$ cat src/rtl/spi_adc_pkg.sv
// ============================================================================
// Module  : spi_adc_pkg
// Purpose : Shared FSM states, SPI mode constants and channel-width helper.
// Rev     : 1.0  initial release
// ============================================================================
`default_nettype none

package spi_adc_pkg;

    typedef enum logic [2:0] {
        ST_IDLE  = 3'd0,
        ST_SETUP = 3'd1,
        ST_XFER  = 3'd2,
        ST_HOLD  = 3'd3,
        ST_GAP   = 3'd4
    } state_t;

    // Mode 0: CPOL in bit 1, CPHA in bit 0.
    localparam logic [1:0] SPI_MODE = 2'd0;
    localparam logic       SCK_IDLE = SPI_MODE[1];

    function automatic int ch_width(input int n);
        return (n <= 1) ? 1 : $clog2(n);
    endfunction

endpackage

`default_nettype wire

$ cat src/rtl/spi_sck_tick.sv
// ============================================================================
// Module  : spi_sck_tick
// Purpose : Half-period timer; strobes every HALF cycles with rise/fall phase.
// Rev     : 1.0  initial release
// ============================================================================
`default_nettype none

module spi_sck_tick #(
    parameter int HALF = 2
) (
    input  logic clk_i,
    input  logic rst_i,
    input  logic en_i,
    output logic half_o,
    output logic rise_o,
    output logic fall_o
);

    localparam int CW = (HALF > 1) ? $clog2(HALF) : 1;

    logic [CW-1:0] cnt_q, cnt_d;
    logic          phase_q, phase_d;
    logic          half_end;

    assign half_end = en_i && (cnt_q == CW'(HALF - 1));

    // phase_q low means the current half-period is an SCK-low half.
    always_comb begin
        cnt_d   = cnt_q;
        phase_d = phase_q;
        if (!en_i) begin
            cnt_d   = '0;
            phase_d = 1'b0;
        end else if (half_end) begin
            cnt_d   = '0;
            phase_d = ~phase_q;
        end else begin
            cnt_d = cnt_q + CW'(1);
        end
    end

    always_ff @(posedge clk_i or posedge rst_i) begin
        if (rst_i) begin
            cnt_q   <= '0;
            phase_q <= 1'b0;
        end else begin
            cnt_q   <= cnt_d;
            phase_q <= phase_d;
        end
    end

    assign half_o = half_end;
    assign rise_o = half_end && !phase_q;
    assign fall_o = half_end &&  phase_q;

endmodule

`default_nettype wire

$ cat src/rtl/spi_adc_scan_master.sv
// ============================================================================
// Module  : spi_adc_scan_master
// Purpose : Mode-0 SPI master for multi-channel ADCs; optional auto-scan
//           selected by macro SPI_ADC_AUTOSCAN_EN (adds SCAN_EN input).
// Rev     : 1.0  initial release
// ============================================================================
`default_nettype none

module spi_adc_scan_master
    import spi_adc_pkg::*;
#(
    parameter int DATA_W  = 16,
    parameter int CLK_DIV = 4,
    parameter int NUM_CH  = 4,
    parameter int CS_GAP  = 2,
    parameter int CH_W    = ch_width(NUM_CH)
) (
    input  logic              SYS_CLK,
    input  logic              RST,
    input  logic              START,
    input  logic [CH_W-1:0]   CH_SEL,
    input  logic [DATA_W-1:0] DATA_MOSI,
    input  logic              MISO,
`ifdef SPI_ADC_AUTOSCAN_EN
    input  logic              SCAN_EN,
`endif
    output logic              MOSI,
    output logic              SCK,
    output logic [NUM_CH-1:0] CSbar,
    output logic              BUSY,
    output logic              FIN,
    output logic [DATA_W-1:0] DATA_MISO,
    output logic [CH_W-1:0]   CH_OUT
);

    localparam int              H      = CLK_DIV / 2;
    localparam int              CNT_W  = 16;
    localparam logic [CH_W:0]   CH_LIM = (CH_W + 1)'(NUM_CH);

    state_t              state_q, state_d;
    logic [CNT_W-1:0]    half_q, half_d;
    logic [DATA_W-1:0]   tx_q, tx_d;
    logic [DATA_W-1:0]   rx_q, rx_d;
    logic [CH_W-1:0]     ch_q, ch_d;
    logic                sck_q, sck_d;
    logic                mosi_q, mosi_d;
    logic [NUM_CH-1:0]   cs_q, cs_d;
    logic                fin_q, fin_d;
    logic [DATA_W-1:0]   dout_q, dout_d;
    logic [CH_W-1:0]     chout_q, chout_d;

    logic                tick_half, tick_rise, tick_fall;
    logic                req;
    logic [CH_W-1:0]     req_ch;

    spi_sck_tick #(
        .HALF (H)
    ) u_tick (
        .clk_i  (SYS_CLK),
        .rst_i  (RST),
        .en_i   (state_q != ST_IDLE),
        .half_o (tick_half),
        .rise_o (tick_rise),
        .fall_o (tick_fall)
    );

`ifdef SPI_ADC_AUTOSCAN_EN
    logic [CH_W-1:0] scan_ch_q, scan_ch_d;

    // While SCAN_EN is held the channel advances on every accept; dropping it
    // in IDLE rewinds the scan to channel 0.
    always_comb begin
        scan_ch_d = scan_ch_q;
        if (state_q == ST_IDLE) begin
            if (!SCAN_EN)
                scan_ch_d = '0;
            else if (scan_ch_q == CH_W'(NUM_CH - 1))
                scan_ch_d = '0;
            else
                scan_ch_d = scan_ch_q + CH_W'(1);
        end
    end

    always_ff @(posedge SYS_CLK or posedge RST) begin
        if (RST) scan_ch_q <= '0;
        else     scan_ch_q <= scan_ch_d;
    end

    assign req    = SCAN_EN || (START && ({1'b0, CH_SEL} < CH_LIM));
    assign req_ch = SCAN_EN ? scan_ch_q : CH_SEL;
`else
    assign req    = START && ({1'b0, CH_SEL} < CH_LIM);
    assign req_ch = CH_SEL;
`endif

    always_comb begin
        state_d = state_q;
        half_d  = half_q;
        tx_d    = tx_q;
        rx_d    = rx_q;
        ch_d    = ch_q;
        sck_d   = sck_q;
        mosi_d  = mosi_q;
        cs_d    = cs_q;
        fin_d   = 1'b0;
        dout_d  = dout_q;
        chout_d = chout_q;

        case (state_q)
            ST_IDLE: begin
                sck_d  = SCK_IDLE;
                mosi_d = 1'b0;
                cs_d   = '1;
                if (req) begin
                    state_d = ST_SETUP;
                    half_d  = '0;
                    tx_d    = DATA_MOSI;
                    ch_d    = req_ch;
                    cs_d    = ~(NUM_CH'(1) << req_ch);
                    mosi_d  = DATA_MOSI[DATA_W-1];
                end
            end
            ST_SETUP: begin
                if (tick_rise) begin
                    state_d = ST_XFER;
                    half_d  = '0;
                    sck_d   = 1'b1;
                    rx_d    = {rx_q[DATA_W-2:0], MISO};
                end
            end
            ST_XFER: begin
                // Even halves are SCK-high, odd halves SCK-low; the final low
                // half flows straight into HOLD without another rise.
                if (tick_half) begin
                    if (half_q == CNT_W'(2 * DATA_W - 1)) begin
                        state_d = ST_HOLD;
                        half_d  = '0;
                    end else begin
                        half_d = half_q + CNT_W'(1);
                        if (tick_fall) begin
                            sck_d  = 1'b0;
                            tx_d   = {tx_q[DATA_W-2:0], 1'b0};
                            mosi_d = tx_q[DATA_W-2];
                        end else if (tick_rise) begin
                            sck_d = 1'b1;
                            rx_d  = {rx_q[DATA_W-2:0], MISO};
                        end
                    end
                end
            end
            ST_HOLD: begin
                if (tick_half) begin
                    state_d = ST_GAP;
                    half_d  = '0;
                    cs_d    = '1;
                    mosi_d  = 1'b0;
                    fin_d   = 1'b1;
                    dout_d  = rx_q;
                    chout_d = ch_q;
                end
            end
            ST_GAP: begin
                if (tick_half) begin
                    if (half_q == CNT_W'(CS_GAP - 1)) begin
                        state_d = ST_IDLE;
                        half_d  = '0;
                    end else begin
                        half_d = half_q + CNT_W'(1);
                    end
                end
            end
            default: begin
                state_d = ST_IDLE;
                sck_d   = SCK_IDLE;
                mosi_d  = 1'b0;
                cs_d    = '1;
            end
        endcase
    end

    always_ff @(posedge SYS_CLK or posedge RST) begin
        if (RST) begin
            state_q <= ST_IDLE;
            half_q  <= '0;
            tx_q    <= '0;
            rx_q    <= '0;
            ch_q    <= '0;
            sck_q   <= SCK_IDLE;
            mosi_q  <= 1'b0;
            cs_q    <= '1;
            fin_q   <= 1'b0;
            dout_q  <= '0;
            chout_q <= '0;
        end else begin
            state_q <= state_d;
            half_q  <= half_d;
            tx_q    <= tx_d;
            rx_q    <= rx_d;
            ch_q    <= ch_d;
            sck_q   <= sck_d;
            mosi_q  <= mosi_d;
            cs_q    <= cs_d;
            fin_q   <= fin_d;
            dout_q  <= dout_d;
            chout_q <= chout_d;
        end
    end

    assign MOSI      = mosi_q;
    assign SCK       = sck_q;
    assign CSbar     = cs_q;
    assign BUSY      = (state_q != ST_IDLE);
    assign FIN       = fin_q;
    assign DATA_MISO = dout_q;
    assign CH_OUT    = chout_q;

endmodule

`default_nettype wire

$ cat config.mk
export PLATFORM = sky130hd
export DESIGN_NAME = spi_adc_scan_master
export DESIGN_NICKNAME = d
export VERILOG_FILES = /design/src/rtl/spi_adc_pkg.sv /design/src/rtl/spi_sck_tick.sv /design/src/rtl/spi_adc_scan_master.sv
export SDC_FILE = /design/constraint.sdc
export NUM_CORES = 1
export LEC_CHECK = 0
export BUFFER_PORTS_ARGS = -buffer_cell sky130_fd_sc_hd__buf_2
export CORE_MARGIN = 2
export CORE_UTILIZATION = 60
export CTS_CLUSTER_DIAMETER = 120
export CTS_CLUSTER_SIZE = 8
export DETAILED_ROUTE_END_ITERATION = 8
export PLACE_DENSITY = 0.91
export SETUP_SLACK_MARGIN = 0.05
export SLEW_MARGIN = 20
export SYNTH_ARGS = -nofsm -noshare
export SYNTH_HDL_FRONTEND = slang
export SYNTH_SLANG_ARGS = --single-unit
$ cat constraint.sdc
create_clock -name SYS_CLK -period 6.2 [get_ports SYS_CLK]
set_clock_uncertainty 0.2 [all_clocks]
set_input_delay 0.62 -clock SYS_CLK [delete_from_list [all_inputs] [get_ports SYS_CLK]]
set_output_delay 0.62 -clock SYS_CLK [all_outputs]
set_load 0.1 [all_outputs]
==> results of run 1 <==
## per-stage QoR
stage	area, µm²	utilization, %
floorplan	3670	-
global placement	3930	66.4
detailed placement	3930	66.4
CTS	4100	69.3
global route	4100	69.3
finish	4100	69.3
## layer usage
layer / track usage (%) / vias to the layer above / wire (µm)
met5: 0 / - / 0
met4: 8.17 / 0 / 78
met3: 5.22 / 9 / 324
met2: 34.4 / 73 / 3250
met1: 28.0 / 1272 / 3180
li1: - / 1263 / -
## logic make-up after synthesis
logic type / Yosys count / synth area share (%)
buffers and inverters: 23 / 2.90
XOR/XNOR: 1 / 0.239
AO/OA/AOI/OAI: 64 / 11.5
flip-flops: 79 / 54.1
adder cells (fa/ha/maj): 2 / 0.682
AND/OR/NAND/NOR: 98 / 14.6
multiplexers: 54 / 16.0
## Yosys cell counts (all sizes together) (5+ instances only)
library cell	number	area [µm²]
nand3	8	40.0
mux2i	17	170
a31oi	5	31.3
nand2	14	52.6
a21oi	20	104
and3	8	50.1
nor2	28	108
nor2b	9	56.3
dfrtp	75	1880
buf	10	57.6
nor3	10	66.3
a22o	7	61.3
o21ai	18	93.8
mux2	37	417
inv	10	37.5
nor4	5	43.8
## final timing paths
kind,start,endpoint,slack [ps],depth (start not counted)
hold reg to reg,ch_q[0],ch_q[0],290,2
setup / recovery,state_q[1],half_q[0],3370,5
max in group asynchronous,RST,tx_q[2],4810,3
min in group asynchronous,RST,rx_q[12],370,3
setup reg to reg,state_q[1],half_q[0],3370,5
hold / removal,ch_q[0],ch_q[0],290,2
## power by group
part / total [mW] / internal, mW / switching, mW
registers: 0.524 / 0.520 / 0.00372
clock network: 0.328 / 0.146 / 0.181
logic: 0.0263 / 0.00919 / 0.0171
## layout make-up
cell class / count / share of cell area [%]
flip-flops and latches: 79 / 48.3
multi-input cells: 219 / 38.5
repair buffers: 48 / 5.92
clock buffers: 11 / 3.20
well taps: 75 / 2.29
inverters: 10 / 0.915
clock inverters: 5 / 0.885
## state kept, by name, summed over array words and instances (netlist names)
signal and flops:
u_tick.cnt_q 1, half_q 16, MOSI 1, CH_OUT 2, SCK 1, rx_q 16
DATA_MISO 16, CSbar 4, FIN 1, ch_q 2, u_tick.phase_q 1, state_q 3
tx_q 15
## tightest hold or removal path: stages, from the launching register on
cell	delay, ps
dfrtp_1	350
nand2_1	50
o21ai_0	60
## cells in the final DEF, fill, tap and decap left out, types with 4 or more instances in the layout
master / instances
a21oi_1: 19
a22o_1: 7
a31oi_1: 5
and3_1: 8
and4_1: 4
buf_2: 47
clkbuf_8: 9
dfrtp_1: 75
dfstp_2: 4
inv_1: 8
mux2_1: 13
mux2_2: 24
mux2i_1: 17
nand2_1: 14
nand3_1: 8
nand4_1: 4
nor2_1: 27
nor2b_1: 9
nor3_1: 8
o21ai_0: 6
o21ai_1: 11
==> metrics, run 1 <==
outcome completed; Leak Pwr 2.14 nW; Finish-stage setup viols 0; DP HPWL 4590 µm; Power Density 214 nW/µm²; Die Span X 82.2 µm; DRC violations left 0; drt first-iter violations 145; CP cell instances inv_2, nor3_4, a22oi_2, nor2_2, mux2_2; wire per inst 15.3 µm; Least-Margin Pin Slew 1030 ps; layout cells sized above 1 27.4%; Register Area 1980 µm²; Worst slew margin 31.2%; CP Class flip-flop to flip-flop; WP data required 6280 ps; first-pass GRT wire length 10,900 µm; Reg clk slew, reported paths 80 ps; RSZ-0062 raised after global routing false; sequential share of the synthesized area 54.1%; Starting Density 61.9%; CP arrival 2910 ps; # placed instances 431; Routability Congestion 0.816; total clock sinks 79; Warnings, synthesis 0; drt via density 5.85; Fin Hold WS 294 ps; Finished Layout Cells 447; worst stage delay on the critical path 820 ps; port buffer count 47; post-cts sizing count 0; Post-Syn Nets 345; Period Utilization, post-route 45.7%; Post-Syn Instances 321; DR vias 2,617; Max FO, Critical Path 18; final net count 391; Critical path buffers and inverters 1; maximum clock rate 353 MHz; Synth Flop Type dfrtp_1; Die Y 82.2 µm; GRT overflow 0; htree depth 3; initial antenna violation count 0; TritonCTS buffer count 9; DRT Pass-1 Iters 4; Die Area 6750 µm²; setup ws final 3370 ps; Slew Limit Fails 0; Total GRT Usage 21.3%; Fillers 436; Final Hold Vio Count 0; area delta synth->final 11.9%; final WL 6830 µm; Slowest cell on crit path nor3_4; io pins 48; Core Area 5920 µm²; Min-Delay Path Class flip-flop to flip-flop; Routed Antenna Nets 0; max-cap viol count 0; Post-Syn Area 3670 µm²; Longest Clk Path Bufs 2; Crit. End Element flip-flop; vias in the first global route 2,385; number of synthesized flops with an enable pin 0; Power Total 0.878 mW; Seq cells post-synth 79; row count 28; clk root buf clkbuf_8; cell family with most CP delay simple AND/OR/NAND/NOR gates; final setup TNS 0 ps; FFs w/ async S/R, synth 100%; # diodes 0; CTS tree done; Multi-input gate area 1580 µm²; worst-skew pair later-pin latency 340 ps; Syn Area/Cell 11.4 µm²; largest net degree at the start of global routing 80; Post-CTS Setup Bufs 0; type of origin of the critical path flip-flop; post-layout min period 2830 ps; CTS Hold Bufs 0; Worst VDD drop 0.150 mV; Distinct cells, synth 46; Setup WS pre-CTS 3350 ps
Power figures use the tool's default switching activity.
==> inputs of run 2 (changes only) <==
--- a/config.mk
+++ b/config.mk
@@ -7,11 +7,11 @@
 export LEC_CHECK = 0
 export BUFFER_PORTS_ARGS = -buffer_cell sky130_fd_sc_hd__buf_2
 export CORE_MARGIN = 2
-export CORE_UTILIZATION = 60
+export CORE_UTILIZATION = 52
 export CTS_CLUSTER_DIAMETER = 120
 export CTS_CLUSTER_SIZE = 8
 export DETAILED_ROUTE_END_ITERATION = 8
-export PLACE_DENSITY = 0.91
+export PLACE_DENSITY = 0.85
 export SETUP_SLACK_MARGIN = 0.05
 export SLEW_MARGIN = 20
 export SYNTH_ARGS = -nofsm -noshare
==> constraint.sdc (replaced) <==
create_clock -name SYS_CLK -period 2.6 [get_ports SYS_CLK]
set_clock_uncertainty 0.2 [all_clocks]
set_input_delay 0.26 -clock SYS_CLK [delete_from_list [all_inputs] [get_ports SYS_CLK]]
set_output_delay 0.26 -clock SYS_CLK [all_outputs]
set_load 0.1 [all_outputs]
==> run 2 against run 1 <==
Against the previous run: count of clock-buffer cells in the layout shrank 1; register-to-register slack got worse by 3100 ps; sequential cell count stayed put; fmax grew 20%; routed wire length grew 2.7%; die area is 15% higher; combinational power grew to 2.7 times the previous value; sequential power increased by 140%; global-route usage shrank 2.1 points; design area increased by 4.7%; non-clock buffer count rose by 14; highest routed layer unchanged; final cell count rose by 7.6%.
==> metrics, run 2 (synthesized netlist as in run 1, its figures left out) <==
Routability Congestion 0.831 (+1.9%); clk root buf clkbuf_8; Slew Limit Fails 0 (unchanged); Power Density 516 nW/µm² (+140%); CP Class flip-flop to flip-flop; worst stage delay on the critical path 430 ps (-390 ps); max-cap viol count 0 (unchanged); drt first-iter violations 137 (-5.5%); row count 30 (+7.1%); Max FO, Critical Path 8 (-10); DP HPWL 4760 µm (+3.6%); R2R depth 7 (+2); outcome completed; Die Y 88.0 µm (+7.1%); Fillers 515 (+18%); FF-to-FF End half_q[0]; Fin Hold WS 19.9 ps (-274 ps); Routed Antenna Nets 0 (unchanged); # diodes 0 (unchanged); commonest non-fill, non-tap cell in the layout dfrtp_1; Longest Clk Path Bufs 2 (unchanged); drt via density 5.54 (-5.3%); htree depth 3 (unchanged); TritonCTS buffer count 9 (unchanged); first-pass GRT wire length 11,600 µm (+7.0%); final WL 7010 µm (+2.7%); area delta synth->final 17.1%; Period Utilization, post-route 90.9% (+45 points); final setup TNS 0 ps (unchanged); WHS Path Cells 3 (+1); largest net degree at the start of global routing 64 (-20%); Die Area 7740 µm² (+15%); Finish-stage setup viols 0 (unchanged); Worst slew margin 57.2% (+26 points); Core Area 6790 µm² (+15%); maximum clock rate 423 MHz (+20%); RSZ-0062 raised after global routing false; io pins 48 (unchanged); wire per inst 14.6 µm (-4.6%); DRC violations left 0 (unchanged); Die Span X 88.0 µm (+7.1%); total clock sinks 79 (unchanged); Total GRT Usage 19.2% (-2.1 points); R2R setup slack 240 ps (-3130 ps); Final Hold Vio Count 0 (unchanged); most frequent cells in the layout dfrtp_1 (74), buf_2 (47), nor2_1 (27); CP arrival 2390 ps (-520 ps); post-layout min period 2360 ps (-469 ps); RR Startpoint half_q[0]; type of origin of the critical path flip-flop; Min-Delay Path Class input pin to flip-flop; DRT Pass-1 Iters 4 (unchanged); final net count 405 (+3.6%); port buffer count 47 (unchanged); initial antenna violation count 0 (unchanged); Least-Margin Pin Slew 640 ps (-388 ps); GRT overflow 0 (unchanged); Crit. End Element flip-flop; worst-skew pair later-pin latency 340 ps (about the same); Reg clk slew, reported paths 80 ps (about the same); Hold Path End tx_q[7]; Leak Pwr 2.22 nW (+3.7%); CTS tree done; layout cells sized above 1 29.4% (+1.9 points); Starting Density 54.0% (-8.0 points); WP data required 2630 ps (-3650 ps); DR vias 2,667 (+1.9%); worst hold start DATA_MOSI[7]; Worst VDD drop 0.226 mV (+50%); Slowest cell on crit path dfrtp_1; vias in the first global route 2,497 (+4.7%); CP cell instances ha_1, and4_1, nand4_1, a22oi_2, buf_4, nor2_2, mux2_2
==> run 2: changes by cell type in the layout (fill, tap and decap cells not counted), sizes merged <==
cell         before  now
clkbuf           11   10
dlygate4sd3       0    5
clkinv            5    2
bufinv            0    1
buf              48   57
clkinvlp          0    1
inv              10   11
==> run 2: where the power goes <==
group | switching [mW] | total (mW) | internal, mW | leakage, nW
Combinational | 0.0424 | 0.0714 | 0.0289 | 1.10
Sequential | 0.00823 | 1.25 | 1.24 | 1.03
Clock | 0.432 | 0.897 | 0.465 | 0.0985
Total | 0.483 | 2.22 | 1.73 | 2.22
==> run 2: critical path, delay by kind of cell (launching register included) <==
family | cells | cell delay [ps]
simple gates | 3 | 530
flops | 1 | 430
compound gates | 1 | 390
mux | 1 | 280
fa+ha+maj | 1 | 240
buf+inv | 1 | 180
==> run 2: timing repair <==
| action | CTS | global route |
|---|---|---|
| setup endpoints to repair | 0 | 16 |
| hold endpoints to repair | 20 | 0 |
| setup buffers | 0 | 3 |
| resized for setup | 0 | 2 |
| hold buffers | 5 | 0 |
==> run 2: final cells by class <==
cell class                      instances  area, µm²  area share, %
Clock inverter                          5       56.3           1.31
Inverter                               10       37.5          0.874
Tap cell                               96        120           2.80
Clock buffer                           10        138           3.21
Multi-Input combinational cell        219       1590           36.9
Sequential cell                        79       1980           46.2
Timing Repair Buffer                   62        373           8.69
==> run 2: worst max-delay path by stage <==
stage	start	endpoint	depth (start not counted)
2_1_floorplan	RST	CH_OUT[0]	1
3_3_place_gp	half_q[13]	half_q[6]	6
3_5_place_dp	half_q[0]	tx_q[6]	6
4_1_cts	half_q[0]	tx_q[6]	6
5_1_grt	half_q[0]	half_q[6]	7
6_report	half_q[0]	half_q[0]	7
==> run 2: routing by layer <==
layer,track usage [%],wire length [µm]
met1,25.4,3230
met2,31.1,3410
met3,5.00,261
met4,6.29,108
met5,0,0
==> run 2: metrics by stage <==
step / setup slack (ps) / instance area [µm²] / cells / power [mW] / utilization [%]
floorplan: 123 / 3670 / 321 / 1.31 / -
global placement: 269 / 4020 / 458 / 1.34 / 59.1
detailed placement: 172 / 4020 / 458 / 1.34 / 59.1
CTS: 149 / 4260 / 478 / 2.23 / 62.7
global route: 71.9 / 4290 / 481 / 2.30 / 63.2
finish: 236 / 4290 / 481 / 2.22 / 63.2
